`config.mk`:
```
export PLATFORM = sky130hd
export DESIGN_NAME = alu_exec
export DESIGN_NICKNAME = d
export VERILOG_FILES = /design/src/rtl/alu_exec_pkg.sv /design/src/rtl/alu_exec_shift_unit.sv /design/src/rtl/alu_exec.sv
export SDC_FILE = /design/constraint.sdc
export NUM_CORES = 1
export LEC_CHECK = 0
export CORE_MARGIN = 2
export CORE_UTILIZATION = 40
export CTS_CLUSTER_DIAMETER = 150
export DETAILED_ROUTE_END_ITERATION = 12
export GPL_TIMING_DRIVEN = 0
export SYNTH_ARGS = -nofsm -noshare
export SYNTH_HDL_FRONTEND = slang
export SYNTH_SLANG_ARGS = --single-unit
export TNS_END_PERCENT = 5
```
`constraint.sdc`:
```
create_clock -name clk -period 3.36 [get_ports clk]
set_input_delay 0.672 -clock clk [delete_from_list [all_inputs] [get_ports clk]]
set_output_delay 0.672 -clock clk [all_outputs]
set_load 0.02 [all_outputs]
```
`src/rtl/alu_exec_pkg.sv`:
```
// Shared ALU definitions: op-code localparams used by both the ALU control decoder and alu_exec,
// plus the shift-kind encoding consumed by the iterative shifter.
package alu_exec_pkg;

    localparam int unsigned OP_W = 4;

    localparam logic [OP_W-1:0] ALU_ADD = 4'b0000;
    localparam logic [OP_W-1:0] ALU_SUB = 4'b0001;
    localparam logic [OP_W-1:0] ALU_SLL = 4'b0010;
    localparam logic [OP_W-1:0] ALU_XOR = 4'b0011;
    localparam logic [OP_W-1:0] ALU_SRL = 4'b0100;
    localparam logic [OP_W-1:0] ALU_SRA = 4'b0101;
    localparam logic [OP_W-1:0] ALU_OR  = 4'b0110;
    localparam logic [OP_W-1:0] ALU_AND = 4'b0111;

    typedef enum logic [1:0] {
        SH_SLL = 2'd0,
        SH_SRL = 2'd1,
        SH_SRA = 2'd2
    } shift_kind_e;

    // Maps a shift op code to the shifter's direction/fill selection.
    function automatic shift_kind_e shift_kind(input logic [OP_W-1:0] op);
        case (op)
            ALU_SRL: shift_kind = SH_SRL;
            ALU_SRA: shift_kind = SH_SRA;
            default: shift_kind = SH_SLL;
        endcase
    endfunction

endpackage

```
`src/rtl/alu_exec_shift_unit.sv`:
```
// Iterative 1-bit-per-cycle shifter: owns accumulator, remaining-step counter and fill bit.
module alu_shift_unit
    import alu_exec_pkg::*;
#(
    parameter  int unsigned XLEN    = 32,
    localparam int unsigned SHAMT_W = $clog2(XLEN)
) (
    input  logic                clk,
    input  logic                rst,
    input  logic                load,
    input  logic                step,
    input  shift_kind_e         kind_in,
    input  logic [XLEN-1:0]     value,
    input  logic [SHAMT_W-1:0]  amount,
    output logic [XLEN-1:0]     first_c,
    output logic [XLEN-1:0]     next_c,
    output logic                last_c
);

    logic [XLEN-1:0]    acc;
    logic [SHAMT_W-1:0] count;
    logic               fill;
    shift_kind_e        kind;
    logic               fill_in;

    // SRA fill comes from the original operand's sign bit and is frozen at load.
    assign fill_in = (kind_in == SH_SRA) ? value[XLEN-1] : 1'b0;

    assign first_c = (kind_in == SH_SLL) ? {value[XLEN-2:0], 1'b0} : {fill_in, value[XLEN-1:1]};
    assign next_c  = (kind == SH_SLL)    ? {acc[XLEN-2:0], 1'b0}   : {fill, acc[XLEN-1:1]};
    assign last_c  = (count == SHAMT_W'(1));

    always_ff @(posedge clk or posedge rst) begin
        if (rst) begin
            acc   <= '0;
            count <= '0;
            fill  <= 1'b0;
            kind  <= SH_SLL;
        end else if (load) begin
            acc   <= first_c;
            count <= amount - SHAMT_W'(1);
            fill  <= fill_in;
            kind  <= kind_in;
        end else if (step) begin
            acc   <= next_c;
            count <= count - SHAMT_W'(1);
        end
    end

endmodule

```
`src/rtl/alu_exec.sv`:
```
// Execute-stage ALU: single-cycle logic/add/sub, iterative shifts with start/done handshake.
module alu_exec
    import alu_exec_pkg::*;
#(
    parameter  int unsigned XLEN    = 32,
    localparam int unsigned SHAMT_W = $clog2(XLEN)
) (
    input  logic             clk,
    input  logic             rst,
    input  logic             start,
    input  logic [OP_W-1:0]  ALUctrl_lines,
    input  logic [XLEN-1:0]  op_a,
    input  logic [XLEN-1:0]  op_b,
    output logic             busy,
    output logic             done,
    output logic [XLEN-1:0]  result,
    output logic             zero
);

    typedef enum logic {
        ST_IDLE  = 1'b0,
        ST_SHIFT = 1'b1
    } state_e;

    state_e             state, state_next;
    logic [XLEN-1:0]    result_next;
    logic               done_next;
    logic               load, step;
    logic [SHAMT_W-1:0] amount;
    logic [XLEN-1:0]    first_c, next_c;
    logic               last_c;

    assign amount = op_b[SHAMT_W-1:0];
    assign busy   = (state == ST_SHIFT);
    assign zero   = (result == '0);

    alu_shift_unit #(.XLEN(XLEN)) u_shift (
        .clk     (clk),
        .rst     (rst),
        .load    (load),
        .step    (step),
        .kind_in (shift_kind(ALUctrl_lines)),
        .value   (op_a),
        .amount  (amount),
        .first_c (first_c),
        .next_c  (next_c),
        .last_c  (last_c)
    );

    always_ff @(posedge clk or posedge rst) begin
        if (rst) begin
            state  <= ST_IDLE;
            result <= '0;
            done   <= 1'b0;
        end else begin
            state  <= state_next;
            result <= result_next;
            done   <= done_next;
        end
    end

    // Next-state and datapath; start is only looked at in IDLE, so requests while busy drop.
    always_comb begin
        state_next  = state;
        result_next = result;
        done_next   = 1'b0;
        load        = 1'b0;
        step        = 1'b0;
        case (state)
            ST_IDLE: begin
                if (start) begin
                    done_next = 1'b1;
                    case (ALUctrl_lines)
                        ALU_ADD: result_next = op_a + op_b;
                        ALU_SUB: result_next = op_a - op_b;
                        ALU_XOR: result_next = op_a ^ op_b;
                        ALU_OR:  result_next = op_a | op_b;
                        ALU_AND: result_next = op_a & op_b;
                        ALU_SLL, ALU_SRL, ALU_SRA: begin
                            if (amount == '0) begin
                                result_next = op_a;
                            end else if (amount == SHAMT_W'(1)) begin
                                result_next = first_c;
                            end else begin
                                done_next  = 1'b0;
                                load       = 1'b1;
                                state_next = ST_SHIFT;
                            end
                        end
                        default: result_next = '0;
                    endcase
                end
            end
            ST_SHIFT: begin
                step = 1'b1;
                if (last_c) begin
                    result_next = next_c;
                    done_next   = 1'b1;
                    state_next  = ST_IDLE;
                end
            end
            default: state_next = ST_IDLE;
        endcase
    end

endmodule
```
# --- Word-level counts from Yosys, hierarchy flattened ---
# Index checks and enable logic that the tools add are counted.
totals:
  input_bits: 71
  output_inout_bits: 35
  elab_cells: 64
  register_bits: 74
op_classes:
  n_reduce_logical: 8
  add_sub_neg: 4
  n_bitwise: 4
  mux: 28
  eq_ne: 13
ops:
  columns: ["op", "n"]
  rows:
  - ["$mux W32", 8]
  - ["$pmux W32 S6", 1]
  - ["$pmux W32 S2", 1]
  - ["$add A32 B32 Y32", 1]
  - ["$and A32 B32 Y32", 1]
  - ["$logic_not A32 Y1", 1]
  - ["$or A32 B32 Y32", 1]
  - ["$sub A32 B32 Y32", 1]
  - ["$xor A32 B32 Y32", 1]
  - ["$eq A4 B3 Y1 const B", 4]
  - ["$mux W1", 13]
  - ["$eq A5 B1 Y1 const B", 2]
  - ["$mux W5", 2]
  - ["$sub A5 B1 Y5 const B", 2]
  - ["$eq A4 B2 Y1 const B", 2]
  - ["$logic_not A5 Y1", 1]
  - ["$eq A4 B1 Y1 const B", 1]
  - ["$logic_not A2 Y1", 2]
  - ["$logic_not A4 Y1", 1]
  - ["$ne A4 B4 Y1 const B", 1]
  - ["$pmux W1 S2", 2]
  - ["$pmux W2 S2", 1]
  - ["$reduce_and A3 Y1", 1]
  - ["$reduce_or A3 Y1", 1]
  - ["other kinds (5)", 5]

# --- Depth between registers and ports, before layout ---
# Gate-level depths: netlist of the first run.
logic_depth:
  depth_word: 10
  depth_mapped: 20
  ltp_nobuf: 17

# --- Modules after synthesis ---
# A second synthesis of the first run with hierarchy kept.
hier_totals:
  hier_cells: 1158
  area_unflattened_um2: 9497.9
by_module_without_submodules:
  columns: ["module", "seq_area_each_um2", "cells_each", "instances", "area_per_inst_um2"]
  rows:
  - ["alu_exec", 850.8, 860, 1, 6352.3]
  - ["alu_shift_unit", 1001.0, 298, 1, 3145.5]

# --- Worst setup path after synthesis of the first run ---
# No wires, ideal clock.
synth_path:
  kind: "input port to flip-flop"
  from: "input op_b[7]"
  to: "register result[26]"
  setup_slack_ns: -0.914
  setup_ns: 0.131
  arrival_time_ns: 4.143
  path_stages: 16
  n_path_buf: 1
  required_time_ns: 3.229
  cell_sequence: "or4_4 -> nor4_2 -> nand2_1 -> or2_1 -> clkbuf_1 -> o21ai_0 -> xnor2_1 -> ha_1 -> o21ai_0 -> nor2_1 -> or4_1 -> a31oi_1 -> o31ai_1 -> a31o_2 -> nor4b_1 -> or3_1"
synth_between:
  elab_chain_cells: 4
  elab_cells_between_ends: 5
  cone_classes: "2 x add/sub; 3 x mux"
synth_lines:
  columns: ["item", "line", "source"]
  rows:
  - ["start: declaration", "alu_exec.sv:13", "input logic [XLEN-1:0] op_b,"]
  - ["$sub A32 B32 Y32 or $add A32 B32 Y32 (tied branches)", "alu_exec.sv:75, alu_exec.sv:74", null]
  - ["$pmux W32 S6 *", "alu_exec.sv:73", "case (ALUctrl_lines)"]
  - ["$mux W32 *", "alu_exec.sv:71", "if (start) begin"]
  - ["$pmux W32 S2 *", "alu_exec.sv:69", "case (state)"]
  - ["end signal: assignment", "alu_exec.sv:57", "result <= result_next;"]
  - ["end: declaration", "alu_exec.sv:16", "output logic [XLEN-1:0] result,"]
# Every way passes the cells marked *; elsewhere a longest branch is shown, timed or not. The select of a mux whose other input is x is not followed.
# A chain may end at the register's enable or synchronous reset.

# --- Worst setup path in the final report of the first run ---
layout_path:
  from: "input op_b[1]"
  to: "register result[26]"
layout_between:
  elab_chain_cells: 5
  elab_cells_between_ends: 10
  cone_classes: "2 x add/sub; 2 x eq/ne; 4 x mux; 2 x reduce/logical"
layout_lines:
  columns: ["item"]
  rows:
  - ["branches (longest 5 deep; another with $sub A32 B32 Y32)"]
# Several ways; the timed one is not identified. The select of a mux whose other input is x is not followed.

==> flow_summary.ini, run 1 <==
[timing]
rsz0062_at_grt = yes
clock.fmax_mhz = 244
slew_viol_final = 0
slew-limit-headroom_pct = 42.4
setup_tns_ns = -11.95
skew_ns = 0.00494
holdWs_ns = 0.486
tightest_slew_ns = 0.863
finalSetupViolations = 26
timing.final.crit_share_pct = 122
hold_viol_final = 0
setup_ws_ns = -0.735
layout_min_cycle_time_ns = 4.10

[job]
drv_cap = 0

[setup_path]
reg2regPathDepth = 7
reg2reg_from = u_shift.kind[0]
path_buf_inv = 3
critPathCaptureType = flop
path_depth = 18
slowest_delay_ns = 0.38
worstSetupPathType = input port to flop
cp_max_fo = 6
crit_start = op_b[1]
r2r_slack_ns = 0.41
crit_family = simple AND/OR/NAND/NOR gates
reg2reg_to = result[25]
critPathRequiredTime_ns = 3.57
worst_ep_arrival_time_ns = 4.30
crit_path_start_kind = input port
path_cells = dlygate4sd2_1, inv_2, ha_1, and2_4, nand2_1, or2_4, nor4_4, nor2_1, xnor2_1, ha_2, buf_6, nor3_4, nor2_4, a31oi_4, o31ai_4, a31o_2, nor4b_2, or3_1
cp-endpoint = result[26]
crit_slowest_cell = or3_1

[synth]
syn_nets = 1346
synth_top_area_share_pct = 21.5
synth_edf_count = 0
synthTopCellsByCount = a21oi_1, nor2_1, nand2_1
netlist_area_um2 = 8590
synthArstFlopShare_pct = 100
synth_seq_area_share_pct = 21.5
yosys.cell_types.count = 62
yosys.area.top_type = dfrtp_1
syn_avg_cell_area_um2 = 7.32
ys_ff_latch = 74
postSynthCellCount = 1174
synth_top_flop_cell = dfrtp_1
yosysWarnings = 0
synth_area_leaders = dfrtp_1, ha_1, a21oi_1, o21ai_0, nor2_1
yosysMostFrequentCell = a21oi_1

[placement]
dp_cells = 1554
dp_slack_ns = -2.70
place_congestion = 0.945
port_buffers = 104
hpwlAfterDp_mm = 28.3

[global_routing]
grt_usage_pct = 31.9
grt-ovfl-total = 0
antenna_found_initial = 0
grt_pass1_vias = 9102
grt_max_degree = 69
grt_pass1_wl_mm = 54.8

[pwr]
seqPwrFrac_pct = 26.3
p_comb_share_pct = 56.3
switching_share_pct = 45.6
max-vdd-ir-drop_mv = 0.310
powerDensity_nw_per_um2 = 544
power_switching_w = 0.00276
pwr-share-clk_pct = 17.4
p_leak_nw = 4.71
intPower_w = 0.00329

[drt]
post_drt_wl_per_cell_um = 22.6
ant_nets = 0
met1_length_mm = 16.5
vias = 9558
via_per_inst = 6.01
top_layer = met4
drt-initial-drc-count = 1006
drt_wl_total_mm = 35.9
drc = 0
route.met3.wl_mm = 3.17
first_pass_iters = 6
met2_length_mm = 15.4

[die]
ioPinCount = 106
rows = 53
core_area_um2 = 21000
dieArea_um2 = 22700
start_util_pct = 40.9
die_x_um = 151
die_h_um = 151

[clock_tree]
insertion_delay_ns = 0.34
clk_pin_slew_ns = 0.06
cts_tree = yes
cts.sinks = 74
clk_path_buf_depth = 2
cts_root_buffer = clkbuf_16
cts_buffers = 9
htreeDepth = 3
cts_hold_buffers = 0

[cells_and_area]
layout-drive-gt1-share_pct = 14.4
layout.nets = 1483
final_cells = 1590
nFillCells = 2049
areaGrowthSynthToFinish_pct = 29.2
num_antenna_cells = 0

[run_status]
status = finished, violations left
violations = negative setup slack

[min_path]
min_path_type = flop to flop
-- layer usage --
metal  track usage [%]  vias to the layer above
li1                  -                     4473
met1              47.2                     4560
met2              48.0                      480
met3              5.42                       45
met4              7.94                        0
met5                 0                        -
-- registers in the layout, summed over array words and instances, names as in the netlist --
name / count
u_shift.acc: 32
u_shift.fill: 1
result: 32
u_shift.count: 5
u_shift.kind: 2
busy: 1
done: 1
-- power by group through the flow --
stage                     Clock [W]  Sequential [W]  Combinational (W)
after detailed placement          0         0.00159            0.00312
after global routing        0.00110         0.00163            0.00366
after global placement            0         0.00159            0.00309
after CTS                   0.00105         0.00158            0.00325
final                       0.00105         0.00159            0.00340
after floorplan                   0         0.00170            0.00168
-- tightest hold or removal path, delay by kind of cell, from the launching register on --
family / cells / cell delay (ns)
flip-flops: 1 / 0.34
AO/OA/AOI/OAI: 1 / 0.06
AND/OR/NAND/NOR: 1 / 0.05
-- kinds of logic after synthesis --
group,synth area share (%)
multiplexers,4.15
XOR/XNOR,6.00
AND/OR/NAND/NOR,18.5
adder cells (fa/ha/maj),14.8
buffers and inverters,6.65
flip-flops,21.5
AO/OA/AOI/OAI,28.4
-- worst min path at each step --
stage	start	end	slack [ns]	depth (start not counted)
5_1_grt	u_shift.fill	u_shift.fill	0.53	2
3_3_place_gp	u_shift.fill	u_shift.fill	0.48	2
2_1_floorplan	u_shift.fill	u_shift.fill	0.45	2
3_5_place_dp	u_shift.fill	u_shift.fill	0.48	2
6_report	u_shift.fill	u_shift.fill	0.49	2
4_1_cts	u_shift.fill	u_shift.fill	0.49	2
-- layout make-up --
cell class	count	area, um^2	area share (%)
multi-input cells	950	6720	60.6
flip-flops and latches	74	1850	16.7
repair buffers	131	1280	11.6
well taps	275	344	3.10
inverters	81	307	2.76
plain buffers	64	273	2.46
clock buffers	13	260	2.34
clock inverters	2	60.1	0.541
-- timing repair --
| item | 4_1_cts | 5_1_grt |
|---|---|---|
| gates resized for setup | 116 | 58 |
| pin swaps | 41 | 42 |
| endpoints found under the setup margin | 69 | 32 |
| setup buffers | 16 | 10 |
-- stage by stage --
stage / total power (W) / area [um^2] / utilization (%)
after detailed placement: 0.00471 / 10000 / 47.7
after global routing: 0.00638 / 11100 / 52.8
final: 0.00604 / 11100 / 52.8
after floorplan: 0.00339 / 8610 / -
after CTS: 0.00588 / 10800 / 51.4
after global placement: 0.00469 / 10000 / 47.6
-- cell usage in the layout, fill, tap and decap left out, types with 9 or more instances in the layout --
cell	synthesis	layout
ha_1	100	94
nand2b_1	13	13
clkdlybuf4s50_1	0	86
clkbuf_1	57	51
a31oi_1	31	25
dfrtp_1	74	74
nand3_1	13	11
a21oi_2	0	9
a21oi_1	143	132
a22oi_1	15	14
mux2_2	29	29
inv_1	79	76
clkbuf_16	0	9
o21ai_0	116	99
nor4_1	13	11
nand2_1	120	116
xor2_1	16	10
nor2_1	136	132
a221oi_1	17	13
o21ai_1	0	13
o211ai_1	11	11
buf_4	0	24
xnor2_1	41	38
Power figures use the tool's default switching activity.
==> run 2: changes to the inputs <==
--- a/config.mk
+++ b/config.mk
@@ -5,6 +5,7 @@
 export SDC_FILE = /design/constraint.sdc
 export NUM_CORES = 1
 export LEC_CHECK = 0
+export ABC_AREA = 1
 export CORE_MARGIN = 2
 export CORE_UTILIZATION = 40
 export CTS_CLUSTER_DIAMETER = 150
==> run 2 against run 1 <==
  * The flow now finishes without violations
  * Die area up 10%
  * Clock-buffer cell count up 1
  * Combinational power up 6.8%
  * Worst hold slack better by 0.0012 ns
  * Register-to-register slack better by 1.0 ns
  * Area after synthesis up 10%
  * Via count up 12%
  * Non-clock buffer count up 3
  * Critical path type unchanged
  * Highest routed layer unchanged
==> flow_summary.ini, run 2 <==
[pwr]
p_leak_nw = 6.12
max-vdd-ir-drop_mv = 0.302
powerDensity_nw_per_um2 = 500

[cells_and_area]
nFillCells = 2452
final_area_um2 = 12300
seqCellArea_um2 = 1850
final_cell_mix = nand2_1, inv_1, a21oi_1, ha_1, nor2_1
layout-drive-gt1-share_pct = 18.8
multiInputGateArea_um2 = 7250
final_common_cell = nand2_1
layout.nets = 1846
areaGrowthSynthToFinish_pct = 29.9
num_antenna_cells = 0
reg.largest.list = result (32), u_shift.acc (32), u_shift.count (5)

[timing]
holdWs_ns = 0.487
hold_viol_final = 0
slew-limit-headroom_pct = 56.4
skew_ns = 0.00455
rsz0062_at_grt = yes
clock.fmax_mhz = 303
finalSetupViolations = 0
timing.final.crit_share_pct = 98.1
setup_tns_ns = 0
slew_viol_final = 0
layout_min_cycle_time_ns = 3.30
tightest_slew_ns = 0.653

[setup_path]
slowest_delay_ns = 0.38
critPathCaptureType = flop
critical_path.most_common_cell = nand2_1
path_cells = dlygate4sd2_1, nor2_1, nand2_1, nor2_2, nand4_1, buf_4, o31ai_4, xor2_1, ha_1, nand2_2, nor2_1, nand2_1, nor2_1, nand2_2, nand3b_1, nand3_2, nand2_1, nand2_1, a21oi_1
crit_slowest_cell = ha_1
reg2reg_from = u_shift.kind[0]
crit_family = simple AND/OR/NAND/NOR gates
cp_max_fo = 4
reg2regPathDepth = 5
path_buf_inv = 2
reg2reg_to = result[29]
worstSetupPathType = input port to flop
critPathRequiredTime_ns = 3.62
r2r_slack_ns = 1.43
worst_ep_arrival_time_ns = 3.56
crit_path_start_kind = input port

[clock_tree]
htreeDepth = 3
clk_pin_slew_ns = 0.06
cts_root_buffer = clkbuf_16
clk_path_buf_depth = 2
cts_buffers = 9
insertion_delay_ns = 0.33
cts_tree = yes
cts.sinks = 74
cts_hold_buffers = 0

[die]
ioPinCount = 106
die_h_um = 158
rows = 56
dieArea_um2 = 25000
core_area_um2 = 23400
die_x_um = 158
start_util_pct = 40.6

[drt]
vias = 10700
post_drt_wl_per_cell_um = 17.9
drt-initial-drc-count = 754
drc = 0
ant_nets = 0
drt_wl_total_mm = 35.7
via_per_inst = 5.37
first_pass_iters = 5

[synth]
netlist_area_um2 = 9490
synth_seq_area_share_pct = 19.5
synth_area_leaders = dfrtp_1, nand2_1, ha_1, inv_1, a21oi_1
yosys.area.top_type = dfrtp_1
postSynthCellCount = 1524
syn_nets = 1696
yosysWarnings = 0
synth_top_area_share_pct = 19.5
synth_edf_count = 0
synthTopCellsByCount = nand2_1, inv_1, nor2_1
syn_avg_cell_area_um2 = 6.23
synth_top_flop_cell = dfrtp_1
yosysMostFrequentCell = nand2_1
synthArstFlopShare_pct = 100
ys_ff_latch = 74
yosys.cell_types.count = 53

[placement]
dpl_cell_area_um2 = 11000
place_congestion = 0.942
port_buffers = 104
hpwlAfterDp_mm = 28.9

[min_path]
min_path_type = flop to flop
worstHoldStart = u_shift.kind[0]
min_path_cells = 2
holdPathEnd = u_shift.kind[0]

[run_status]
status = finished, final reports clean

[global_routing]
grt_pass1_wl_mm = 54.0
grt_pass1_vias = 9772
grt_max_degree = 68
grt_usage_pct = 28.3
grt-ovfl-total = 0
antenna_found_initial = 0

[job]
drv_cap = 0
==> run 2: changes by cell type in the layout (fill, tap and decap cells not counted), moves of 26 or more <==
cell	change
xnor2_1	-36
a21oi_1	-42
nand2_1	+287
clkbuf_1	-26
mux2_2	-29
inv_1	+130
o21ai_0	-30
nand2_2	+54
nor2_1	-46
==> run 2: cells by family (layout without fill, tap and decap cells) <==
| kind of cell | Yosys count | count (layout) | share of synthesized area, % |
|---|---|---|---|
| AOI/OAI and AO/OA | 327 | 327 | 21.0 |
| and+or+nand+nor | 703 | 703 | 30.6 |
| xor gates and xnor gates | 32 | 32 | 2.95 |
| buffers and inverters | 287 | 442 | 12.5 |
| adders and majority gates | 101 | 101 | 13.4 |
| DFF | 74 | 74 | 19.5 |
==> run 2: tightest hold or removal path: cells and delay by family (launching register included) <==
family | cells | cell delay [ns]
AND/OR/NAND/NOR | 1 | 0.06
flip-flops | 1 | 0.34
AO/OA/AOI/OAI | 1 | 0.05
==> run 2: cell type report <==
class                   instances  share of cell area (%)
inverters                     228                    7.10
multi-input cells            1163                    58.8
well taps                     319                    3.24
clock inverters                 2                   0.284
flip-flops and latches         74                    15.0
plain buffers                  59                    2.88
repair buffers                139                    10.5
clock buffers                  14                    2.14
==> run 2: worst max path at each step <==
stage	cells after the start	from	slack, ns	to
2_1_floorplan	26	op_b[1]	0.18	result[31]
3_3_place_gp	22	op_b[0]	-1.23	result[26]
3_5_place_dp	22	op_b[0]	-1.28	result[26]
4_1_cts	25	op_b[1]	-0.02	result[27]
5_1_grt	26	op_b[0]	-0.05	result[30]
6_report	19	op_b[13]	0.06	result[28]
==> run 2: metrics by stage <==
| stage | cells | setup WS (ns) | util, % | power, W |
|---|---|---|---|---|
| finish | 1998 | 0.0637 | 52.7 | 0.00617 |
| detailed placement | 1948 | -1.28 | 46.8 | 0.00492 |
| CTS | 1984 | -0.0207 | 50.0 | 0.00600 |
| global route | 1998 | -0.0532 | 52.7 | 0.00667 |
| floorplan | 1524 | 0.182 | - | 0.00371 |
| global placement | 1947 | -1.23 | 46.7 | 0.00488 |
==> run 2: layer usage <==
metal,part of all wire (%),up-vias,track usage [%]
met5,0,-,0
met4,1.9,0,6.99
met1,46,5004,40.6
met2,46,386,45.8
li1,-,5294,-
met3,6.4,52,2.44
==> run 2: where the power goes <==
part	internal (W)	total (W)	switching, W	leakage [nW]
Clock	0.000615	0.000966	0.000351	0.147
Combinational	0.00141	0.00363	0.00222	5.06
Sequential	0.00131	0.00157	0.000263	0.916
Total	0.00333	0.00617	0.00283	6.12
==> run 2: repair_timing <==
item	4_1_cts	5_1_grt
resized for setup	119	188
pin swaps	38	88
buffers inserted	20	14
endpoints found under the setup margin	30	24
==> run 3: changes to the inputs <==
--- a/config.mk
+++ b/config.mk
@@ -11,6 +11,7 @@
 export CTS_CLUSTER_DIAMETER = 150
 export DETAILED_ROUTE_END_ITERATION = 12
 export GPL_TIMING_DRIVEN = 0
+export MAX_ROUTING_LAYER = met4
 export SYNTH_ARGS = -nofsm -noshare
 export SYNTH_HDL_FRONTEND = slang
 export SYNTH_SLANG_ARGS = --single-unit
==> run 3 against run 2 <==
  * Utilization fell by 1.2 points
  * Clock-buffer cell count fell by 2
  * Setup slack improved by 0.013 ns
  * Die area did not move
  * Total power fell by 1.1%
  * Global-route usage rose by 1.0 points
  * Final area fell by 2.2%
  * Wire length fell by 0.17%
  * Combinational power fell by 1%
  * Highest routed layer unchanged
==> flow_summary.ini, run 3 (same netlist as run 2, synthesis figures left out) <==
[placement]
dpl_cell_area_um2 = 11000
dp_cells = 1948
hpwlAfterDp_mm = 29.0
dp_slack_ns = -1.27
port_buffers = 104
place_congestion = 0.949

[cells_and_area]
layout-drive-gt1-share_pct = 16.4
areaGrowthSynthToFinish_pct = 27.0
final_common_cell = nand2_1
final_cells = 1992
final_cell_mix = nand2_1, inv_1, a21oi_1, nor2_1, ha_1
seqCellArea_um2 = 1850
layout.nets = 1841
multiInputGateArea_um2 = 7050
final_area_um2 = 12100
num_antenna_cells = 0
reg.largest.list = result (32), u_shift.acc (32), u_shift.count (5)
nFillCells = 2450

[timing]
finalSetupViolations = 0
hold_viol_final = 0
layout_min_cycle_time_ns = 3.28
setup_ws_ns = 0.0764
slew-limit-headroom_pct = 53.0
skew_ns = 0.00650
tightest_slew_ns = 0.705
setup_tns_ns = 0
timing.final.crit_share_pct = 97.7
slew_viol_final = 0
rsz0062_at_grt = yes
clock.fmax_mhz = 305

[clock_tree]
cts_tree = yes
cts_buffers = 9
clk_pin_slew_ns = 0.05
cts.sinks = 74
cts_root_buffer = clkbuf_16
htreeDepth = 3
clk_path_buf_depth = 2
insertion_delay_ns = 0.34

[global_routing]
grt_max_degree = 68
grt_pass1_vias = 9787
grt_usage_pct = 29.3
grt-ovfl-total = 0
antenna_found_initial = 0
grt_pass1_wl_mm = 54.5

[min_path]
min_path_type = flop to flop

[die]
ioPinCount = 106
start_util_pct = 40.6
die_h_um = 158
dieArea_um2 = 25000
rows = 56
core_area_um2 = 23400
die_x_um = 158

[setup_path]
crit_family = simple AND/OR/NAND/NOR gates
slowest_delay_ns = 0.36
critPathRequiredTime_ns = 3.62
crit_slowest_cell = ha_1
worst_ep_arrival_time_ns = 3.55
cp_max_fo = 10
path_cells = dlygate4sd2_1, nor2_4, nand2_4, buf_12, clkbuf_8, o21ai_0, xor2_1, ha_1, nand2_2, nor2_1, inv_1, nor3_1, nand2_1, nand2_2, nand2_1, nand3b_1, nand3_1, nand2_1, nand2_1, a21oi_2
worstSetupPathType = input port to flop
critical_path.most_common_cell = nand2_1
crit_path_start_kind = input port
path_buf_inv = 4
critPathCaptureType = flop

[pwr]
p_leak_nw = 6.04
power_switching_w = 0.00281
max-vdd-ir-drop_mv = 0.320
p_comb_share_pct = 58.8
switching_share_pct = 46.1
powerDensity_nw_per_um2 = 506
seqPwrFrac_pct = 25.7
total_power_w = 0.00610
intPower_w = 0.00329
pwr-share-clk_pct = 15.6

[drt]
vias = 10600
ant_nets = 0
post_drt_wl_per_cell_um = 17.9
drt_wl_total_mm = 35.6
first_pass_iters = 5
via_per_inst = 5.33
drc = 0
drt-initial-drc-count = 702

[run_status]
status = finished, final reports clean

[job]
drv_cap = 0
-- run 3: cell count changes in the layout (fill, tap and decap cells not counted), sizes merged --
cell / change
inv: +1
dlygate4sd2: -2
clkbuf: +1
buf: -5
clkdlybuf4s15: -1
-- run 3: cell type report --
| cell class | instances | share of cell area [%] |
|---|---|---|
| flip-flops and latches | 74 | 15.4 |
| plain buffers | 59 | 2.94 |
| inverters | 228 | 7.22 |
| multi-input cells | 1163 | 58.4 |
| clock inverters | 3 | 0.332 |
| well taps | 319 | 3.31 |
| clock buffers | 12 | 2.04 |
| repair buffers | 134 | 10.3 |
-- run 3: layer usage --
metal | up-vias | track usage [%] | part of all wire (%)
met3 | 43 | 2.52 | 6.5
li1 | 5267 | - | -
met1 | 4924 | 41.5 | 47
met5 | - | - | 0
met2 | 381 | 45.5 | 45
met4 | 0 | 6.44 | 1.9
-- run 3: path summary, 6_finish.rpt --
| path | from | endpoint | slack [ns] | cells past startpoint |
|---|---|---|---|---|
| worst max-delay path | ALUctrl_lines[2] | result[21] | 0.08 | 20 |
| worst min-delay path | u_shift.kind[1] | u_shift.kind[1] | 0.49 | 2 |
| worst max register to register | u_shift.kind[0] | result[29] | 1.37 | 5 |
| worst min register to register | u_shift.kind[1] | u_shift.kind[1] | 0.49 | 2 |
| max in group asynchronous | rst | u_shift.acc[15] | 2.22 | 3 |
| min in group asynchronous | rst | u_shift.acc[29] | 0.58 | 2 |
-- run 3: tightest hold or removal path: cells and delay by family (launching register included) --
family           cells  cell delay [ns]
flip-flops           1             0.35
AND/OR/NAND/NOR      2             0.11
-- run 3: metrics by stage --
| step | hold WS, ns | utilization [%] |
|---|---|---|
| floorplan | 0.447 | - |
| CTS | 0.486 | 50.1 |
| global route | 0.520 | 51.5 |
| finish | 0.486 | 51.5 |
| detailed placement | 0.470 | 46.8 |
| global placement | 0.465 | 46.7 |
-- run 3: what timing repair did --
item,4_1_cts,5_1_grt
pin swaps,43,68
buffers inserted,18,11
resized for setup,124,128
hold buffers,0,0
endpoints found under the setup margin,30,23
gates cloned,0,0
-- run 3: power groups by stage --
stage | clock, W | combinational [W] | sequential [W]
floorplan | 0 | 0.00191 | 0.00180
global placement | 0 | 0.00331 | 0.00157
detailed placement | 0 | 0.00334 | 0.00158
CTS | 0.000953 | 0.00346 | 0.00157
global route | 0.000997 | 0.00396 | 0.00163
finish | 0.000949 | 0.00358 | 0.00157
